<file path="src/rtl/spi_pkg.sv">
// spi_pkg: register map, status bit positions and FSM states for spi_target
package spi_pkg;
  localparam logic [31:0] DATA_OFF = 32'd0;
  localparam logic [31:0] STATUS_OFF = 32'd4;
  localparam int ST_RX = 0;
  localparam int ST_TX = 1;
  localparam int ST_OVR = 2;
  localparam int ST_ACT = 3;
  localparam logic [7:0] IDLE_FILL = 8'hFF;
  typedef enum logic {IDLE, ACTIVE} state_t;
endpackage

</file>
<file path="src/rtl/spi_target_sync2.sv">
// sync2: two-flop synchronizer with a configurable reset value
module sync2 #(
  parameter logic RST = 1'b0
) (
  input  logic clk,
  input  logic resetn,
  input  logic d,
  output logic q
);
  logic m;
  // shift the async input through two flops
  always_ff @(posedge clk or negedge resetn)
    if (!resetn) {q, m} <= {RST, RST};
    else {q, m} <= {m, d};
endmodule

</file>
<file path="src/rtl/spi_target.sv">
// spi_target: memory-mapped SPI mode-0 target with one-byte RX/TX holding registers
module spi_target
  import spi_pkg::*;
#(
  parameter logic [31:0] ADDR = 32'hffff_fff8
) (
  input  logic        clk,
  input  logic        resetn,
  input  logic        spi_sclk,
  input  logic        spi_cs_n,
  input  logic        spi_mosi,
  output logic        spi_miso,
  input  logic        mem_valid,
  input  logic [31:0] mem_addr,
  input  logic [31:0] mem_wdata,
  input  logic [3:0]  mem_wstrb,
  output logic        spi_ready,
  output logic        spi_sel,
  output logic [31:0] spi_rdata
);
  logic sclk_s, cs_s, mosi_s, sclk_q, cs_q;
  logic rise, fall, cs_fall, cs_rise, active, load, byte_done;
  logic sel_data, sel_stat, rd_ok, wr_ok, st_rd, st_wr;
  state_t state;
  logic [2:0] bit_cnt;
  logic [7:0] rx_shift, rx_data, tx_buf, tx_shift;
  logic rx_has_data, tx_full, overrun;
  logic [3:0] status;
  logic unused_wdata;

  sync2 #(.RST(1'b0)) u_sync_sclk (.clk(clk), .resetn(resetn), .d(spi_sclk), .q(sclk_s));
  sync2 #(.RST(1'b1)) u_sync_cs   (.clk(clk), .resetn(resetn), .d(spi_cs_n), .q(cs_s));
  sync2 #(.RST(1'b0)) u_sync_mosi (.clk(clk), .resetn(resetn), .d(spi_mosi), .q(mosi_s));

  assign rise = sclk_s & ~sclk_q;
  assign fall = ~sclk_s & sclk_q;
  assign cs_fall = cs_q & ~cs_s;
  assign cs_rise = ~cs_q & cs_s;
  assign active = state == ACTIVE;
  // the shifter loads a fresh byte at frame start and at every byte boundary fall
  assign load = active ? (!cs_rise && fall && bit_cnt == 3'd0) : cs_fall;
  assign byte_done = active && !cs_rise && rise && bit_cnt == 3'd7;
  assign spi_miso = active ? tx_shift[7] : 1'b0;

  assign sel_data = mem_valid && mem_addr == ADDR + DATA_OFF;
  assign sel_stat = mem_valid && mem_addr == ADDR + STATUS_OFF;
  assign spi_sel = sel_data || sel_stat;
  assign rd_ok = sel_data && mem_wstrb == 4'd0 && rx_has_data;
  // a write colliding with a shifter load stalls so the shifter sees the old buffer
  assign wr_ok = sel_data && mem_wstrb[0] && !tx_full && !load;
  assign st_rd = sel_stat && mem_wstrb == 4'd0;
  assign st_wr = sel_stat && mem_wstrb[0];
  assign spi_ready = rd_ok || wr_ok || st_rd || st_wr;
  assign status = {active, overrun, tx_full, rx_has_data};
  assign spi_rdata = rd_ok ? {24'h0, rx_data} : st_rd ? {28'h0, status} : 32'h0;
  assign unused_wdata = ^mem_wdata[31:8];

  // edge history, frame FSM and the RX/TX shift registers
  always_ff @(posedge clk or negedge resetn)
    if (!resetn) begin
      sclk_q <= 1'b0;
      cs_q <= 1'b1;
      state <= IDLE;
      bit_cnt <= 3'd0;
      rx_shift <= 8'h0;
      tx_shift <= IDLE_FILL;
    end else begin
      sclk_q <= sclk_s;
      cs_q <= cs_s;
      if (!active) begin
        if (cs_fall) begin
          state <= ACTIVE;
          bit_cnt <= 3'd0;
        end
      end else if (cs_rise) begin
        state <= IDLE;
        bit_cnt <= 3'd0;
      end else begin
        if (rise) begin
          rx_shift <= {rx_shift[6:0], mosi_s};
          bit_cnt <= bit_cnt + 3'd1;
        end
        if (fall && bit_cnt != 3'd0) tx_shift <= {tx_shift[6:0], 1'b1};
      end
      if (load) tx_shift <= tx_full ? tx_buf : IDLE_FILL;
    end

  // CPU-visible holding registers and flags; new SPI events win over CPU clears
  always_ff @(posedge clk or negedge resetn)
    if (!resetn) begin
      rx_data <= 8'h0;
      rx_has_data <= 1'b0;
      tx_buf <= 8'h0;
      tx_full <= 1'b0;
      overrun <= 1'b0;
    end else begin
      if (byte_done) rx_data <= {rx_shift[6:0], mosi_s};
      rx_has_data <= byte_done ? 1'b1 : rd_ok ? 1'b0 : rx_has_data;
      if (wr_ok) tx_buf <= mem_wdata[7:0];
      tx_full <= load ? 1'b0 : wr_ok ? 1'b1 : tx_full;
      overrun <= (byte_done && rx_has_data) ? 1'b1 : (st_wr && mem_wdata[ST_OVR]) ? 1'b0 : overrun;
    end
endmodule

</file>
<file path="config.mk">
export PLATFORM = sky130hd
export DESIGN_NAME = spi_target
export DESIGN_NICKNAME = d
export VERILOG_FILES = /design/src/rtl/spi_pkg.sv /design/src/rtl/spi_target_sync2.sv /design/src/rtl/spi_target.sv
export SDC_FILE = /design/constraint.sdc
export NUM_CORES = 1
export LEC_CHECK = 0
export ABC_AREA = 1
export BUFFER_PORTS_ARGS = -buffer_cell sky130_fd_sc_hd__buf_2
export CAP_MARGIN = 20
export CORE_ASPECT_RATIO = 1.1
export CORE_MARGIN = 10
export CORE_UTILIZATION = 45
export DETAILED_ROUTE_END_ITERATION = 8
export PLACE_DENSITY = 0.81
export SLEW_MARGIN = 10
export SYNTH_ARGS = -nofsm -noshare
export SYNTH_HDL_FRONTEND = slang
export SYNTH_SLANG_ARGS = --single-unit
</file>
<file path="constraint.sdc">
create_clock -name clk -period 1.95 [get_ports clk]
set_input_delay 0.39 -clock clk [delete_from_list [all_inputs] [get_ports clk]]
set_output_delay 0.39 -clock clk [all_outputs]
set_load 0.01 [all_outputs]
</file>
# Word-level counts from Yosys, hierarchy flattened
# Index checks and enable logic that the tools add are counted.
# totals
ff_bits	46
in_bits	74
output_inout_bits	35
word_cells	90
# op_classes
addsub	1
n_eq_ne	5
muxes	22
bitwise	9
reduce_logical	36
# op_table
operator	count
32-bit equality test, second input constant	2
8-bit two-way mux	6
1-bit logical AND	17
3-bit two-way mux	4
2-bit nonzero test	6
1-bit two-way mux	11
3-bit AND reduction	2
1-bit NOT	5
1-bit AND	4
4-bit zero test	1
1-bit logical OR	4
4-bit two-way mux	1
3-bit by 1-bit adder with 3-bit output, second input constant	1
3-bit equality test, second input constant	1
1-bit zero test	3
3-bit zero test	1
3-bit != test, second input constant	1
3-bit nonzero test	1
2-bit by 1-bit != test with 1-bit output, second input constant	1
2-bit AND reduction	1

# Logic depth before layout (Yosys ltp)
# logic_depth
depth_word	11
mapped_depth	10
depth_no_buf	10

# Hierarchy
# Synthesis repeated with hierarchy kept, for this count alone.
# unflattened
cells_unflattened	289
area_unflattened_um2	2437.3
# modules_own_cells
module	n_inst	cells_each	area_per_inst_um2	seq_area_each_um2
spi_target	1	283	2284.7	1012.2
sync2 (u_sync_mosi ...)	2	2	50.0	50.0
sync2 (u_sync_cs)	1	2	52.6	52.6

# Least setup slack after synthesis
# No wires, ideal clock.
# synth_path
path_kind	input to output
from	in mem_addr[5]
to	out spi_rdata[4]
arrival_ns	1.317
required_ns	1.560
setup_slack_ns	0.243
stages	8
path_buffers	0
cell_sequence	nand2_1 nor2_1 nand2_1 nor2_1 inv_1 nor2_4 nand3_1 nor2_1
# synth_via
elab_chain_len	5
# synth_rtl
element	line_no	source
start: declaration	spi_target.sv:14	input logic [31:0] mem_addr,
32-bit equality test	spi_target.sv:45	assign sel_data = mem_valid && mem_addr == ADDR + DATA_OFF;
1-bit logical AND	spi_target.sv:45	
1-bit logical AND (2 in series)	spi_target.sv:48	assign rd_ok = sel_data && mem_wstrb == 4'd0 && rx_has_data;
8-bit two-way mux	spi_target.sv:55	assign spi_rdata = rd_ok ? {24'h0, rx_data} : st_rd ? {28'h0, status} : 32'h0;
end: declaration	spi_target.sv:19	output logic [31:0] spi_rdata
# No other way between the ends.

# Worst setup path in the final report
# layout_path
from	reg bit_cnt[1]
to	out spi_ready
# layout_via
elab_chain_len	8
# layout_rtl
element	line_no	source
start: declaration	spi_target.sv:25	logic [2:0] bit_cnt;
start signal: assignment	spi_target.sv:81	bit_cnt <= bit_cnt + 3'd1;
3-bit zero test	spi_target.sv:41	assign load = active ? (!cs_rise && fall && bit_cnt == 3'd0) : cs_fall;
1-bit logical AND	spi_target.sv:41	
1-bit two-way mux	spi_target.sv:41	
1-bit zero test	spi_target.sv:50	assign wr_ok = sel_data && mem_wstrb[0] && !tx_full && !load;
1-bit logical AND	spi_target.sv:50	
1-bit logical OR (3 in series)	spi_target.sv:53	assign spi_ready = rd_ok || wr_ok || st_rd || st_wr;
end: declaration	spi_target.sv:17	output logic spi_ready,
# No other way between the ends.

==> metrics.yaml <==
setup_path:
  cp_cell_sequence: "inv_2 > ha_4 > inv_2 > nor2_2 > nand2_2 > o21ai_4 > nor2_4 > nand3_2 > nand3_2 > buf_6"
  cp_top_family: "flip-flops"
  reg2reg_slack_ps: 220
  required_ps: 1560
  end_kind: "output pin"
  r2r_start: "bit_cnt[1]"
  slowest_stage: "dfrtp_1"
  crit_buf_inv: 3
  crit_type: "register to output pin"
  crit_path_start_kind: "register"
  crit_path_max_incr_delay_ps: 400
  reg2reg_depth: 12
  path_max_fanout: 2
  reg2reg_to: "tx_shift[7]"
  cp.arrival_ps: 1660
placement:
  dp_hpwl_um: 4300
  gp_congestion: 0.832
  dp_slack_ps: -7.77
  numPortBuffers: 60
timing:
  rsz0062_at_grt: "true"
  max_freq_mhz: 488
  setup_ws_ps: -97.7
  min_period_ps: 2050
  drv_slew: 0
  hold_violations: 0
  fin_tns_setup_ps: -97.7
  whs_ps: 44.6
  timing.final.crit_share: 1.05
  fin_skew_ps: 7.16
  finalSetupViolations: 1
clock_tree:
  clk_pin_slew_worst_paths_ps: 80
  cts-root-buf: "clkbuf_8"
  clkSinkCount: 46
  cts_max_path_buffers: 2
  holdBufCountCts: 0
  numCtsBuffers: 5
  clk_latency_ps: 300
  cts_tree: "done"
  htreeDepth: 2
route:
  ant_nets: 0
  vias: 2028
  vias_per_cell: 4.83
  wl_per_cell_um: 13.6
  remaining_drc_errors: 0
  routed_wl_um: 5720
  drt_iter0_markers: 136
  drt-pass1-iter-count: 4
run:
  drv_cap: 0
layout:
  area_growth_pct: 24.1
  mostFrequentLayoutCells: "nand2_1, buf_2, dfrtp_1"
  insertedDiodeCount: 0
  layout_commonest_cell: "nand2_1"
  layout.nets: 438
  drive_gt1_frac: 0.340
  utilization: 0.582
floorplan:
  num_io_pins: 109
  core_um2: 5070
  rows: 27
  dieArea_um2: 8590
  die_h_um: 96.2
  die_w_um: 89.3
  start_util: 0.469
grt:
  grt_pass1_vias: 1953
  grt_pass1_wl_um: 8740
  grt_max_degree: 47
  grtUsageTotal: 0.131
  antenna_found_initial: 0
  overflow: 0
pwr:
  p_leak_nw: 1.56
  pwr_density_cell_nw_per_um2: 722
  max-vdd-ir-drop_mv: 0.625
run_status:
  violations: "setup timing"
  status: "complete, but fails checks"
logic_synthesis:
  ys_types: 26
  ys_ff_latch: 46
  syn-instance-count: 284
  ys.warnings.count: 0
  seq_area_frac_synth: 0.491
  syn_avg_cell_area_um2: 8.36
  netlist_area_um2: 2370
hold_path:
  hp-class: "input port to asynchronous set/reset pin"
## flip-flops by register name, summed over array words and instances, names as in the netlist, 3 cells and up
name and flops:
tx_shift 8, bit_cnt 3, rx_shift 7, tx_buf 8, rx_data 8
## Yosys cell counts
cell | instances | area share
nand2_1 | 71 | 0.11
dfrtp_1 | 35 | 0.37
inv_1 | 30 | 0.047
nor2_1 | 27 | 0.043
buf_4 | 24 | 0.076
o21ai_0 | 22 | 0.046
nand4_1 | 14 | 0.037
nand3_1 | 13 | 0.027
dfstp_2 | 11 | 0.12
o21ai_1 | 8 | 0.017
buf_2 | 4 | 0.0084
ha_1 | 3 | 0.016
nor2_4 | 3 | 0.014
a21oi_1 | 2 | 0.0042
a22o_1 | 2 | 0.0074
buf_6 | 2 | 0.0095
nand2_2 | 2 | 0.0053
nand2_4 | 2 | 0.0095
nand3_2 | 2 | 0.0084
a21boi_0 | 1 | 0.0032
conb_1 | 1 | 0.0016
mux2_2 | 1 | 0.0047
nor2_2 | 1 | 0.0026
o21ai_2 | 1 | 0.0037
o22ai_1 | 1 | 0.0026
or2_1 | 1 | 0.0026
## worst max-delay path by stage
stage                             from           end  slack (ps)  cells after the start
after floorplan            mem_addr[5]  spi_rdata[4]         240                      8
after global placement     mem_addr[1]  spi_rdata[6]           2                      8
after detailed placement  mem_addr[13]  spi_rdata[6]          -8                     10
after CTS                   bit_cnt[0]     spi_ready        -100                     10
after global routing        bit_cnt[1]     spi_ready        -150                     10
final                       bit_cnt[1]     spi_ready        -100                     10
## through the flow
step	area, um2	total power, W	cells
6_report	2950	0.00213	420
5_1_grt	2950	0.00224	420
4_1_cts	2820	0.00210	416
3_5_place_dp	2690	0.00151	404
3_3_place_gp	2690	0.00149	404
2_1_floorplan	2460	0.00141	307
## worst reg2reg max path, stage by stage, from the launching register on
cell     delay, ps
dfrtp_1        400
inv_2           70
ha_4           130
inv_2           30
nor2_2         110
nand2_2         80
o21ai_4        170
buf_4          140
buf_4          100
buf_4          150
nand2_4         80
nor2_1         120
o21ai_1         80
## per-layer routing
metal / vias to the layer above / wire, um / GRT usage
met3: 10 / 319 / 0.0380
met4: 0 / 90 / 0.0424
li1: 1013 / - / -
met5: - / 0 / 0
met1: 965 / 2070 / 0.135
met2: 40 / 3240 / 0.246
## power by group
part | total (W) | internal (W) | switching, W
Clock | 0.000570 | 0.000254 | 0.000316
Combinational | 0.000383 | 0.000169 | 0.000214
Sequential | 0.00117 | 0.00111 | 0.0000661
Total | 0.00213 | 0.00153 | 0.000597
## cell families after synthesis
family / Yosys count / synth area share
muxes: 1 / 0.00474
and+or+nand+nor: 136 / 0.262
AOI/OAI and AO/OA: 37 / 0.0843
adders and majority gates: 3 / 0.0158
DFF: 46 / 0.491
other: 1 / 0.00158
buffers and inverters: 60 / 0.141
## final cells by class
type	instances	area, um2
clock buffer	7	76.3
timing repair buffer	77	480
tap	58	72.6
sequential	46	1160
fill	452	2120
multi-input combinational	201	1030
clock inverter	1	7.51
inverter	30	113
## what timing repair did
action / CTS / global route
pin swaps: 2 / 11
gates resized for setup: 3 / 26
buffers inserted: 4 / 4
endpoints found under the setup margin: 5 / 9
gates cloned: 0 / 0
Power figures use the tool's default switching activity.
